## src/rtl/uart_rx_word_module.sv

```systemverilog
// 8N2 LSB-first UART receiver that packs most-significant-first bytes into a 64-bit word.
// A word completes when the expected byte count arrives or after the line has been idle long enough.
module uart_rx_word_module #(
    parameter int CLK_FREQ  = 50000000,
    parameter int BAUD      = 9600,
    parameter int IDLE_BITS = 20
) (
    input  logic        clk,
    input  logic        rst,
    input  logic        rx_pin_in,
    input  logic [3:0]  rx_len,
    output logic [63:0] rx_data,
    output logic [3:0]  rx_cnt,
    output logic        rx_done,
    output logic        frame_err
);
    localparam int DIV        = CLK_FREQ / BAUD;
    localparam int IDLE_LIMIT = IDLE_BITS * DIV;
    localparam int BW         = $clog2(DIV) + 1;
    localparam int IW         = $clog2(IDLE_LIMIT) + 1;
    localparam logic [BW-1:0] BAUD_FULL = BW'(DIV - 1);
    localparam logic [BW-1:0] BAUD_HALF = BW'(DIV / 2 - 1);
    localparam logic [IW-1:0] IDLE_LAST = IW'(IDLE_LIMIT - 1);

    typedef enum logic [1:0] {ST_IDLE, ST_START, ST_DATA, ST_STOP} state_t;

    function automatic logic [3:0] eff_len(input logic [3:0] len);
        if ((len == 4'd0) || (len > 4'd8)) begin
            return 4'd8;
        end else begin
            return len;
        end
    endfunction

    state_t        state_r, state_s;
    logic          rx_meta_r, rx_sync_r;
    logic          armed_r, armed_s;
    logic [BW-1:0] baud_cnt_r, baud_cnt_s;
    logic [2:0]    bit_idx_r, bit_idx_s;
    logic [7:0]    byte_r, byte_s;
    logic [63:0]   word_r, word_s;
    logic [3:0]    byte_cnt_r, byte_cnt_s;
    logic [3:0]    target_r, target_s;
    logic [3:0]    tgt_s;
    logic [IW-1:0] idle_cnt_r, idle_cnt_s;
    logic [63:0]   rx_data_r, rx_data_s;
    logic [3:0]    rx_cnt_r, rx_cnt_s;
    logic          rx_done_r, rx_done_s;
    logic          frame_err_r, frame_err_s;

    // Next-state and output decode for the receive FSM and word assembly
    always_comb begin
        state_s     = state_r;
        armed_s     = armed_r | rx_sync_r;
        baud_cnt_s  = baud_cnt_r;
        bit_idx_s   = bit_idx_r;
        byte_s      = byte_r;
        word_s      = word_r;
        byte_cnt_s  = byte_cnt_r;
        target_s    = target_r;
        idle_cnt_s  = idle_cnt_r;
        rx_data_s   = rx_data_r;
        rx_cnt_s    = rx_cnt_r;
        rx_done_s   = 1'b0;
        frame_err_s = 1'b0;
        tgt_s       = (byte_cnt_r == 4'd0) ? eff_len(rx_len) : target_r;
        case (state_r)
            ST_IDLE: begin
                // A start edge is honoured only once the line has been seen high after a frame error
                if (!rx_sync_r && armed_r) begin
                    state_s    = ST_START;
                    baud_cnt_s = BAUD_HALF;
                    idle_cnt_s = '0;
                end else if (byte_cnt_r != 4'd0) begin
                    if (idle_cnt_r == IDLE_LAST) begin
                        rx_data_s  = word_r;
                        rx_cnt_s   = byte_cnt_r;
                        rx_done_s  = 1'b1;
                        word_s     = 64'd0;
                        byte_cnt_s = 4'd0;
                        idle_cnt_s = '0;
                    end else begin
                        idle_cnt_s = idle_cnt_r + IW'(1);
                    end
                end else begin
                    idle_cnt_s = '0;
                end
            end
            ST_START: begin
                if (baud_cnt_r == '0) begin
                    if (!rx_sync_r) begin
                        state_s    = ST_DATA;
                        bit_idx_s  = 3'd0;
                        baud_cnt_s = BAUD_FULL;
                    end else begin
                        state_s = ST_IDLE;
                    end
                end else begin
                    baud_cnt_s = baud_cnt_r - BW'(1);
                end
            end
            ST_DATA: begin
                if (baud_cnt_r == '0) begin
                    byte_s[bit_idx_r] = rx_sync_r;
                    baud_cnt_s        = BAUD_FULL;
                    if (bit_idx_r == 3'd7) begin
                        state_s = ST_STOP;
                    end else begin
                        bit_idx_s = bit_idx_r + 3'd1;
                    end
                end else begin
                    baud_cnt_s = baud_cnt_r - BW'(1);
                end
            end
            ST_STOP: begin
                if (baud_cnt_r == '0) begin
                    state_s = ST_IDLE;
                    if (rx_sync_r) begin
                        idle_cnt_s = '0;
                        target_s   = tgt_s;
                        if ((byte_cnt_r + 4'd1) == tgt_s) begin
                            rx_data_s  = {word_r[55:0], byte_r};
                            rx_cnt_s   = byte_cnt_r + 4'd1;
                            rx_done_s  = 1'b1;
                            word_s     = 64'd0;
                            byte_cnt_s = 4'd0;
                        end else begin
                            word_s     = {word_r[55:0], byte_r};
                            byte_cnt_s = byte_cnt_r + 4'd1;
                        end
                    end else begin
                        frame_err_s = 1'b1;
                        armed_s     = 1'b0;
                    end
                end else begin
                    baud_cnt_s = baud_cnt_r - BW'(1);
                end
            end
            default: begin
                state_s = ST_IDLE;
            end
        endcase
    end

    // State, synchronizer and output registers
    always_ff @(posedge clk) begin
        if (rst) begin
            rx_meta_r   <= 1'b1;
            rx_sync_r   <= 1'b1;
            state_r     <= ST_IDLE;
            armed_r     <= 1'b1;
            baud_cnt_r  <= '0;
            bit_idx_r   <= 3'd0;
            byte_r      <= 8'd0;
            word_r      <= 64'd0;
            byte_cnt_r  <= 4'd0;
            target_r    <= 4'd0;
            idle_cnt_r  <= '0;
            rx_data_r   <= 64'd0;
            rx_cnt_r    <= 4'd0;
            rx_done_r   <= 1'b0;
            frame_err_r <= 1'b0;
        end else begin
            rx_meta_r   <= rx_pin_in;
            rx_sync_r   <= rx_meta_r;
            state_r     <= state_s;
            armed_r     <= armed_s;
            baud_cnt_r  <= baud_cnt_s;
            bit_idx_r   <= bit_idx_s;
            byte_r      <= byte_s;
            word_r      <= word_s;
            byte_cnt_r  <= byte_cnt_s;
            target_r    <= target_s;
            idle_cnt_r  <= idle_cnt_s;
            rx_data_r   <= rx_data_s;
            rx_cnt_r    <= rx_cnt_s;
            rx_done_r   <= rx_done_s;
            frame_err_r <= frame_err_s;
        end
    end

    assign rx_data   = rx_data_r;
    assign rx_cnt    = rx_cnt_r;
    assign rx_done   = rx_done_r;
    assign frame_err = frame_err_r;

endmodule

```

## config.mk

```make
export PLATFORM = sky130hd
export DESIGN_NAME = uart_rx_word_module
export DESIGN_NICKNAME = d
export VERILOG_FILES = /design/src/rtl/uart_rx_word_module.sv
export SDC_FILE = /design/constraint.sdc
export NUM_CORES = 1
export LEC_CHECK = 0
export BUFFER_PORTS_ARGS = -buffer_cell sky130_fd_sc_hd__buf_2
export CORE_MARGIN = 3
export CORE_UTILIZATION = 30
export CTS_BUF_LIST = sky130_fd_sc_hd__clkbuf_2
export DETAILED_ROUTE_END_ITERATION = 10
export GPL_TIMING_DRIVEN = 0
export MAX_ROUTING_LAYER = met4
export SLEW_MARGIN = 0
export SYNTH_ARGS = -nofsm -noshare
export SYNTH_HDL_FRONTEND = slang
export SYNTH_SLANG_ARGS = --single-unit
```

## constraint.sdc

```tcl
create_clock -name clk -period 3.75 [get_ports clk]
set_input_delay 0.5625 -clock clk [delete_from_list [all_inputs] [get_ports clk]]
set_output_delay 0.5625 -clock clk [all_outputs]
set_load 0.05 [all_outputs]
```

# ---- Yosys cells after proc, flatten, opt, wreduce, memory -nomap -nowiden
# Index checks and enable logic that the tools add are counted.
dict set report totals {
  mem_count 0
  mem_bits_rw 0
  inputBits 7
  register_bits 190
  output_inout_bits 70
  romBits 0
  wordCells 133
  latch_bits 0
}
dict set report op_classes {
  n_div 0
  bitwise 3
  muxes 68
  multipliers 0
  reduce_logical 20
  eq_ne 20
  n_lt_le_gt_ge 3
  shifts 0
  add_sub_neg 4
}
# operator n
set ops {}
lappend ops {{64-bit two-way mux} 12}
lappend ops {{64-bit case mux with 2 select lines} 2}
lappend ops {{18-bit two-way mux} 5}
lappend ops {{14-bit two-way mux} 5}
lappend ops {{4-bit two-way mux} 14}
lappend ops {{14-bit case mux with 4 select lines} 1}
lappend ops {{18-bit case mux with 2 select lines} 1}
lappend ops {{2-bit != test, second input constant} 13}
lappend ops {{18-bit by 1-bit adder with 18-bit output, second input constant} 1}
lappend ops {{18-bit by 17-bit equality test with 1-bit output, second input constant} 1}
lappend ops {{4-bit case mux with 2 select lines} 2}
lappend ops {{14-bit zero test} 1}
lappend ops {{14-bit by 1-bit subtractor with 14-bit output, second input constant} 1}
lappend ops {{2-bit two-way mux} 6}
lappend ops {{3-bit two-way mux} 4}
lappend ops {{1-bit two-way mux} 11}
lappend ops {{5-bit AND reduction} 2}
lappend ops {{3-bit AND reduction} 3}
lappend ops {{8-bit bitwise mux} 1}
lappend ops {{4-bit zero test} 2}
lappend ops {{2-bit case mux with 4 select lines} 1}
lappend ops {{7-bit AND reduction} 1}
lappend ops {{3-bit case mux with 2 select lines} 1}
lappend ops {{6-bit AND reduction} 1}
lappend ops {{22 further kinds} 26}

# ---- Logic depth before layout (Yosys ltp)
# Gate-level depths: netlist of the first run.
dict set report logic_depth {
  ltp_word 9
  mapped_depth 11
  ltp_nobuf 8
}

# ---- Worst setup path before layout of the first run
# Ideal clock, no wire load.
dict set report synth_path {
  path_type {register to register}
  from {register byte_cnt_r[0]}
  to {register rx_data_r[23] (netlist: rx_data[23])}
  required_ns 3.627
  path_stages_with_launch 12
  synth_period_minus_slack_ns 2.687
  slack_ns 1.063
  arrival_time_ns 2.564
  n_path_buf 3
  path_cell_list {dfxtp_1 -> clkbuf_1 -> inv_1 -> ha_1 -> nand4b_1 -> a2bb2oi_1 -> a211oi_1 -> nor2_1 -> a211oi_4 -> buf_6 -> buf_6 -> mux2_1}
}
dict set report synth_between {
  elab_chain_len 5
  elab_cells_between_ends 8
}
# item line
set synth_lines {}
lappend synth_lines {{start, declared} 42} ;# logic [3:0] byte_cnt_r, byte_cnt_s;
lappend synth_lines {{start signal, assigned} 172} ;# byte_cnt_r <= byte_cnt_s;
lappend synth_lines {{parallel branches: the longest is 4 deep, another holds 4-bit by 1-bit adder with 4-bit output} -}
lappend synth_lines {{7-bit AND reduction (no line) *} -}
lappend synth_lines {{end signal, assigned} 175} ;# rx_data_r <= rx_data_s;
lappend synth_lines {{end, declared} 46} ;# logic [63:0] rx_data_r, rx_data_s;
# Mark *: on every way between the ends.
# A chain may end at the register's enable or synchronous reset.

# ---- Worst setup path in the final report of the first run
dict set report layout_path {
  from {register byte_cnt_r[0]}
  to {register rx_data_r[33] (netlist: rx_data[33])}
}
# The elaborated chain is that of the path after synthesis.

==> qor.yml, run 1 <==
logic_synthesis:
  ys_top_cells_by_count: "nor2_1 (192), dfxtp_1 (190), mux2i_1 (75), nor2b_1 (75), a32oi_1 (68)"
  async_flop_share_pct: 0
  synth.largest_area_cell: "dfxtp_1"
  synth_edf_count: 0
  ys_top_cells_by_area: "dfxtp_1 (42%), mux2i_1 (8.3%), nor2_1 (7.9%)"
  synth-seq-area-share_pct: 41.9
  synth_nets: 1024
  avgSynthCellArea_um2: 9.01
  synth_area_um2: 9080
  synth-seq-cells: 190
  synth_ff_type: "dfxtp_1"
  synthDominantCellAreaShare_pct: 41.9
  yosysWarnings: 0
  post-synth-top-count-cell: "nor2_1"
  synth.distinct_cells: 56
  synthCells: 1007
critical_path:
  startpoint_type: "register"
  arrival_ps: 4060
  crit_path_cell_trace: "clkbuf_1 -> inv_1 -> ha_1 -> xor2_1 -> nor4_1 -> nor2_1 -> a211oi_4 -> buf_6 -> buf_6 -> mux2_1"
  cp-end-kind: "register"
  path_class: "reg -> reg"
  crit_family: "buffers and inverters"
  r2r_setup_slack_ps: 360
  crit_path_top_delay_cell: "a211oi_4"
  critPathLaunch: "byte_cnt_r[0]$_SDFFE_PP0P_"
  cp_common_cell: "buf_6"
  r2r_end: "rx_data[33]$_SDFFE_PP0P_"
  worst-path-max-fanout: 10
  path_buf_inv: 4
  slowest_delay_ps: 540
  r2r_start: "byte_cnt_r[0]$_SDFFE_PP0P_"
  ff2ff_path_depth: 10
  worstPathRequired_ps: 4420
timing:
  finalHoldViolCount: 0
  fin_worst_skew_ps: 69.5
  worst_slack_ps: 361
  drv_slew: 0
  fin_crit_ps: 3390
  fmax_ghz: 0.295
  slew_headroom_pct: 32.9
  period_share_pct: 90.4
  tns_ps: 0
  worst_slew_pin_slew_ps: 1000
  setup_violations: 0
  rsz0062_at_grt: "no"
worst_hold_path:
  worstHoldPathType: "in -> reg"
  hold_end: "target_r[0]$_SDFFE_PP0P_"
  worstHoldPathCells: 4
  hp-start: "rx_len[3]"
drt:
  ant_nets: 0
  viasPerCell: 5.05
  route.detailed.drc: 0
  drt_first_pass_iters: 5
  vias: 7599
  drt_iter0_drc: 544
  wl_um: 23200
  wl_per_cell_um: 15.4
power:
  finalPower_mw: 3.97
  powerDensity_nw_per_um2: 389
  vdd_drop_max_mv: 0.198
  leakage_nw: 3.74
finish:
  nets: 1119
  final_layout_size_suffix_gt1_share_pct: 15.5
  area_growth_syn_to_layout_pct: 12.3
global_routing:
  antenna_found_initial: 1
  grt-ovfl-total: 0
  grt_max_degree: 19
  grt_pass1_vias: 7351
  grt_pass1_wl_um: 38700
  grt_usage_pct: 14.7
die:
  initial_core_util_pct: 30.5
  fp.dieW_um: 180
  core_area_um2: 29700
  die_area_um2: 32400
  rows: 63
  fp.dieH_um: 180
  io_pins: 77
run:
  drv_cap: 0
clock_tree:
  cts.htree.levels: 4
  cts-resized-gates: 0
  cts.clk_slew.worst_paths_ps: 280
  cts_buffer_depth: 2
  clkLatencyLatePin_ps: 790
  cts_made_buffers: 17
  cts.sinks: 190
  clock-root-buffer: "clkbuf_2"
  cts_tree: "yes"
placement:
  portBuffers: 75
  gp_congestion: 0.799
  place_ws_ps: 415
  hpwl_um: 16500
status:
  status: "completed"
## through the flow
step                cells  instance area (um2)  utilization (%)  hold slack (ps)
floorplan            1007                 9080                -              389
global placement     1472                 9940             33.4              395
detailed placement   1472                 9940             33.4              396
CTS                  1504                10200             34.3              100
global route         1505                10200             34.3              128
finish               1505                10200             34.3              175
## cell families (layout without fill, tap and decap cells)
family,after synthesis,in the layout,share of synthesized area [%]
XOR/XNOR,11,11,1.06
buffers and inverters,90,197,4.15
AND/OR/NAND/NOR,393,393,21.1
other,0,1,0
flip-flops,190,190,41.9
AO/OA/AOI/OAI,170,170,13.6
adder cells (fa/ha/maj),10,10,1.38
multiplexers,143,143,16.7
## layer usage
metal	part of all wire, %	GRT usage [%]	wire length [um]	vias up
li1	-	-	-	3775
met1	48	19.4	11100	3661
met2	47	23.6	11000	142
met3	3.2	2.73	748	21
met4	1.5	3.13	348	0
met5	0	-	0	-
## sequential cells by signal, indices dropped and copies added, names as in the netlist, named ones only
name / flops
armed_r: 1
rx_meta_r: 1
rx_data: 64
byte_r: 8
state_r: 1
rx_cnt: 4
frame_err: 1
target_r: 4
bit_idx_r: 3
byte_cnt_r: 4
word_r: 64
idle_cnt_r: 18
baud_cnt_r: 14
rx_sync_r: 1
rx_done: 1
## power breakdown
group / switching [mW] / internal, mW
registers: 0.0516 / 2.08
logic: 0.534 / 0.263
clock network: 0.776 / 0.264
total: 1.36 / 2.60
## cell usage in the layout (no fill, tap or decap), types with 4 or more instances in the layout
cell and n:
a211oi_1 7, a21o_1 4, a21oi_1 38, a31oi_1 6, a32oi_1 68, and2_1 4
and3_1 5, buf_1 11, buf_2 76, buf_4 4, clkbuf_1 63, clkbuf_2 17
dfxtp_1 190, ha_1 10, inv_1 8, inv_6 6, mux2_1 19, mux2_2 49
mux2i_1 75, nand2_1 28, nand2b_1 4, nand3_1 18, nand3b_1 5, nand4_1 12
nor2_1 192, nor2b_1 75, nor3_1 17, nor3b_1 6, o21a_1 6, o21ai_0 19
or2_2 7, or3_1 4, xnor2_1 4, xor2_1 7
## worst max path at each step
stage / slack [ps] / to / cells after the start
final: 360 / rx_data[33]$_SDFFE_PP0P_ / 10
after global routing: 20 / rx_data[32]$_SDFFE_PP0P_ / 10
after CTS: 330 / rx_data[36]$_SDFFE_PP0P_ / 11
after detailed placement: 410 / rx_data[27]$_SDFFE_PP0P_ / 10
after global placement: 420 / rx_data[33]$_SDFFE_PP0P_ / 11
after floorplan: 1060 / rx_data[23]$_SDFFE_PP0P_ / 11
## what timing repair did
item | CTS | global route
hold buffers | 1 | 0
endpoints found under the hold margin | 1 | 0
setup buffers | 0 | 0
## final cells by class
class                      count  area (um2)
buffer                        82         347
sequential                   190        3800
inverter                       8        30.0
timing repair buffer          76         385
multi-input combinational    727        4900
fill                        3092       19500
tap                          390         488
antenna                        1        2.50
clock buffer                  17        85.1
clock inverter                14         151
## worst min-delay path, stage by stage
cell and delay (ps):
buf_2 150, nor3b_1 70, a21oi_1 110, nor2_1 40
(Power assumes the default switching activity.)
==> run 2: changes to the inputs <==
--- a/config.mk
+++ b/config.mk
@@ -6,6 +6,7 @@
 export NUM_CORES = 1
 export LEC_CHECK = 0
 export BUFFER_PORTS_ARGS = -buffer_cell sky130_fd_sc_hd__buf_2
+export CORE_ASPECT_RATIO = 1.1
 export CORE_MARGIN = 3
 export CORE_UTILIZATION = 30
 export CTS_BUF_LIST = sky130_fd_sc_hd__clkbuf_2
==> run 2 against run 1 <==
  * Hold slack improved by 0.65 ps
  * Critical path depth increased by 1
  * Register-to-register slack worse by 60 ps
  * Clock skew hardly changed
  * First-iteration DRC count shrank 27%
  * Via count is 0.22% lower
  * Wire length barely moved
  * Global-route usage grew 0.34 points
  * Final area is 0.12% lower
==> qor.yml, run 2 (synthesized netlist as in run 1, its figures left out) <==
timing:
  tns_ps: 0
  fin_worst_skew_ps: 69.0
  finalHoldViolCount: 0
  setup_violations: 0
  period_share_pct: 92.1
  slew_headroom_pct: 34.0
  rsz0062_at_grt: "no"
  worst_slew_pin_slew_ps: 986
  fmax_ghz: 0.290
  worst_slack_ps: 297
  fin_crit_ps: 3450
  drv_slew: 0
critical_path:
  crit_family: "compound AO/OA/AOI/OAI gates"
  crit_path_cell_trace: "clkbuf_1 -> inv_1 -> ha_1 -> nand4b_1 -> a2bb2oi_1 -> a211oi_1 -> nor2_1 -> a211oi_4 -> buf_6 -> buf_6 -> mux2_1"
  crit_path_top_delay_cell: "a211oi_4"
  path_buf_inv: 4
  cp_common_cell: "buf_6"
  path_class: "reg -> reg"
  cp-end-kind: "register"
  worstPathRequired_ps: 4430
  slowest_delay_ps: 600
  worst-path-max-fanout: 10
  startpoint_type: "register"
  arrival_ps: 4130
drt:
  wl_um: 23200
  route.detailed.drc: 0
  vias: 7582
  drt_iter0_drc: 397
  wl_per_cell_um: 15.6
  ant_nets: 0
  drt_first_pass_iters: 5
  viasPerCell: 5.09
clock_tree:
  cts.sinks: 190
  cts_made_buffers: 17
  clkLatencyLatePin_ps: 810
  cts.htree.levels: 4
  cts_buffer_depth: 2
  cts_tree: "yes"
  clock-root-buffer: "clkbuf_2"
  cts-resized-gates: 0
  cts.clk_slew.worst_paths_ps: 280
die:
  fp.dieW_um: 172
  core_area_um2: 29700
  rows: 66
  die_area_um2: 32400
  initial_core_util_pct: 30.5
  io_pins: 77
  fp.dieH_um: 188
placement:
  hpwl_um: 16900
  gp_congestion: 0.841
  portBuffers: 75
  place_ws_ps: 367
  place_inst: 1456
finish:
  area_growth_syn_to_layout_pct: 12.1
  nets: 1119
  final_layout_size_suffix_gt1_share_pct: 15.6
  final_common_cell: "nor2_1"
  final_cells: 1490
  fill_cells: 3160
  final_cell_mix: "nor2_1 (192), dfxtp_1 (190), buf_2 (76)"
  utilization_pct: 34.2
global_routing:
  grt-ovfl-total: 0
  grt_pass1_vias: 7460
  grt_pass1_wl_um: 38800
  antenna_found_initial: 1
  grt_usage_pct: 15.0
  grt_max_degree: 19
power:
  powerDensity_nw_per_um2: 391
  finalPower_mw: 3.98
  leakage_nw: 3.75
  vdd_drop_max_mv: 0.219
run:
  drv_cap: 0
status:
  status: "completed"
worst_hold_path:
  worstHoldPathType: "in -> reg"
[run 2: what timing repair did]
item	in CTS	in global routing
hold buffers	1	0
setup buffers	0	0
endpoints found under the hold margin	1	0
[run 2: worst register-to-register path, cell delays in order, from the launching register on]
cell       delay, ps
dfxtp_1          400
clkbuf_1         350
inv_1            150
ha_1             460
nand4b_1         140
a2bb2oi_1        160
a211oi_1         260
nor2_1           120
a211oi_4         600
buf_6            250
buf_6            170
mux2_1           330
[run 2: layout make-up]
| cell class | instances | area [um2] | area share [%] |
|---|---|---|---|
| Timing Repair Buffer | 76 | 385 | 3.79 |
| Inverter | 8 | 30.0 | 0.295 |
| Buffer | 82 | 347 | 3.41 |
| Clock inverter | 14 | 154 | 1.51 |
| Multi-Input combinational cell | 727 | 4900 | 48.1 |
| Sequential cell | 190 | 3800 | 37.4 |
| Tap cell | 374 | 468 | 4.60 |
| Antenna cell | 1 | 2.50 | 0.0246 |
| Clock buffer | 18 | 90.1 | 0.885 |
[run 2: final timing paths]
path                                   start                        to  slack [ps]  cells past startpoint
setup reg to reg  byte_cnt_r[0]$_SDFFE_PP0P_  rx_data[24]$_SDFFE_PP0P_         300                     11
hold / removal                     rx_len[3]  target_r[0]$_SDFFE_PP0P_         180                      4
hold reg to reg         rx_meta_r$_SDFF_PP1_      rx_sync_r$_SDFF_PP1_         440                      1
setup / recovery  byte_cnt_r[0]$_SDFFE_PP0P_  rx_data[24]$_SDFFE_PP0P_         300                     11
[run 2: power breakdown]
part           leakage, nW  internal (mW)  switching, mW
clock network        0.144          0.274          0.784
logic                 2.07          0.263          0.532
registers             1.53           2.08         0.0512
[run 2: routing by layer]
layer	share of wire, %	vias to the layer above	wire length [um]	GRT usage (%)
met5	0	-	0	-
met4	2.3	0	546	4.70
li1	-	3782	-	-
met1	46	3627	10600	18.7
met3	3.0	31	708	2.54
met2	49	142	11400	24.9
[run 2: metrics by stage]
step	hold WS, ps	instance area, um2
after floorplan	389	9080
after global placement	398	9920
after detailed placement	393	9920
after CTS	97.0	10200
after global routing	117	10200
final	176	10200
==> run 3: changes to the inputs <==
--- a/config.mk
+++ b/config.mk
@@ -5,6 +5,7 @@
 export SDC_FILE = /design/constraint.sdc
 export NUM_CORES = 1
 export LEC_CHECK = 0
+export ABC_AREA = 1
 export BUFFER_PORTS_ARGS = -buffer_cell sky130_fd_sc_hd__buf_2
 export CORE_ASPECT_RATIO = 1.1
 export CORE_MARGIN = 3
==> run 3 against run 2 <==
  * Worst setup slack improved by 920 ps
  * First-iteration DRC count increased by 60%
  * Final area increased by 4.8%
  * Die area increased by 4.8%
  * Clock-buffer cell count increased by 1
  * Critical path depth increased by 2
  * Hold slack improved by 12 ps
==> qor.yml, run 3 <==
placement:
  place_inst: 1993
  dpl_cell_area_um2: 10400
  portBuffers: 75
  hpwl_um: 18700
  gp_congestion: 0.862
clock_tree:
  cts.htree.levels: 4
  cts.sinks: 190
  cts-resized-gates: 0
  cts_buffer_depth: 2
  cts_made_buffers: 17
  cts_tree: "yes"
  cts.clk_slew.worst_paths_ps: 270
  clkLatencyLatePin_ps: 770
  clock-root-buffer: "clkbuf_2"
drt:
  drt_first_pass_iters: 5
  viasPerCell: 4.51
  route.detailed.drc: 0
  wl_per_cell_um: 12.6
  drt_iter0_drc: 634
  vias: 9144
  dr_wl_met2_um: 11900
  met3_wirelength_um: 1070
  wl_met1_um: 12200
  highest_layer: "met4"
  wl_um: 25600
  ant_nets: 0
timing:
  worst_slew_pin_slew_ps: 905
  rsz0062_at_grt: "no"
  finalHoldViolCount: 0
  tns_ps: 0
  drv_slew: 0
  slew_headroom_pct: 39.7
  fin_worst_skew_ps: 41.3
  period_share_pct: 67.5
  fmax_ghz: 0.395
  setup_violations: 0
  fin_crit_ps: 2530
logic_synthesis:
  synth-seq-cells: 190
  avgSynthCellArea_um2: 6.33
  async_flop_share_pct: 0
  synth.distinct_cells: 38
  synthDominantCellAreaShare_pct: 39.9
  synth_nets: 1521
  synth-seq-area-share_pct: 39.9
  synth.largest_area_cell: "dfxtp_1"
  post-synth-top-count-cell: "nand2_1"
  synthCells: 1504
  synth_area_um2: 9520
  synth_edf_count: 0
  synth_ff_type: "dfxtp_1"
  ys_top_cells_by_area: "dfxtp_1 (40%), nand2_1 (22%), nor2_1 (9.1%)"
  ys_top_cells_by_count: "nand2_1 (562), nor2_1 (232), dfxtp_1 (190), inv_1 (124), a21oi_1 (116)"
  yosysWarnings: 0
critical_path:
  worstPathRequired_ps: 4450
  cp_common_cell: "nor2_1"
  slowest_delay_ps: 410
  cp-end-kind: "register"
  worst-path-max-fanout: 10
  arrival_ps: 3230
  crit_path_cell_trace: "inv_1 -> ha_1 -> nand2_1 -> nor2_1 -> nand3_1 -> nand2_1 -> nand2_2 -> inv_2 -> nand2_4 -> buf_6 -> buf_6 -> nor2_1 -> nor2_1"
  path_buf_inv: 4
  crit_path_top_delay_cell: "dfxtp_1"
  startpoint_type: "register"
  path_class: "reg -> reg"
  crit_family: "simple AND/OR/NAND/NOR gates"
die:
  initial_core_util_pct: 30.9
  fp.dieH_um: 193
  rows: 67
  fp.dieW_um: 176
  io_pins: 77
  core_area_um2: 30800
  die_area_um2: 33900
power:
  power.internal_mw: 2.57
  swShare_pct: 29.6
  vdd_drop_max_mv: 0.158
  p_sw_mw: 1.08
  leakage_nw: 4.92
  combinationalPowerShare_pct: 13.0
  clockPowerShare_pct: 29.7
  finalPower_mw: 3.65
  powerDensity_nw_per_um2: 342
  power_frac_seq_pct: 57.4
run:
  drv_cap: 0
global_routing:
  grt_usage_pct: 15.6
  antenna_found_initial: 1
  grt_pass1_wl_um: 42000
  grt-ovfl-total: 0
  grt_pass1_vias: 8302
  grt_max_degree: 17
finish:
  finalInstanceArea_um2: 10700
  final_cell_mix: "nand2_1 (562), nor2_1 (232), dfxtp_1 (190)"
  nets: 1616
  final_cells: 2026
  final_layout_size_suffix_gt1_share_pct: 12.1
  area_growth_syn_to_layout_pct: 12.0
  final_common_cell: "nand2_1"
status:
  status: "completed"
worst_hold_path:
  worstHoldPathType: "in -> reg"
-- run 3: final cells by class --
cell class	instances	area, um2
inverters	128	483
clock buffers	19	95.1
plain buffers	78	388
clock inverters	12	144
multi-input cells	1108	4850
flip-flops and latches	190	3800
repair buffers	76	385
well taps	414	518
fillers	3475	20200
diodes	1	2.50
-- run 3: kinds of logic after synthesis --
family	share of synthesized area (%)
buffers and inverters	9.14
xor gates and xnor gates	1.29
and+or+nand+nor	39.2
DFF	39.9
AOI/OAI and AO/OA	9.16
adders and majority gates	1.31
-- run 3: power groups by stage --
stage | Clock (mW) | Sequential, mW | Combinational [mW]
floorplan | 0 | 2.13 | 0.353
global placement | 0 | 2.13 | 0.462
detailed placement | 0 | 2.13 | 0.467
CTS | 1.12 | 2.10 | 0.470
global route | 1.21 | 2.10 | 0.535
finish | 1.08 | 2.10 | 0.473
-- run 3: routing by layer --
layer  track usage [%]  up-vias
met2              25.7      186
met3              2.52       21
met4              3.72        0
li1                  -     4812
met5                 -        -
met1              20.1     4125
-- run 3: worst paths after layout --
check	depth (start not counted)	from	slack (ps)	endpoint
min reg2reg	1	rx_meta_r$_SDFF_PP1_	440	rx_sync_r$_SDFF_PP1_
min	3	rx_len[1]	190	target_r[1]$_SDFFE_PP0P_
max reg2reg	13	state_r[0]$_SDFFE_PP0P_	1220	rx_data[63]$_SDFFE_PP0P_
max	13	state_r[0]$_SDFFE_PP0P_	1220	rx_data[63]$_SDFFE_PP0P_
-- run 3: worst reg2reg max path: cells and delay by family, from the launching register on --
family / cells / cell delay, ps
flip-flops: 1 / 410
buffers and inverters: 4 / 640
AND/OR/NAND/NOR: 8 / 1120
adder cells (fa/ha/maj): 1 / 330
-- run 3: per-stage QoR --
step	utilization [%]	setup slack (ps)	hold slack [ps]
after detailed placement	33.8	1180	395
final	34.6	1220	188
after floorplan	-	1770	389
after CTS	34.6	1200	96.2
after global routing	34.6	1000	67.9
after global placement	33.8	1200	394
-- run 3: repair_timing --
| action | in CTS | in global routing |
|---|---|---|
| hold endpoints to repair | 1 | 0 |
| setup buffers | 0 | 0 |
| hold buffers | 1 | 0 |
| endpoints found under the setup margin | 0 | 0 |
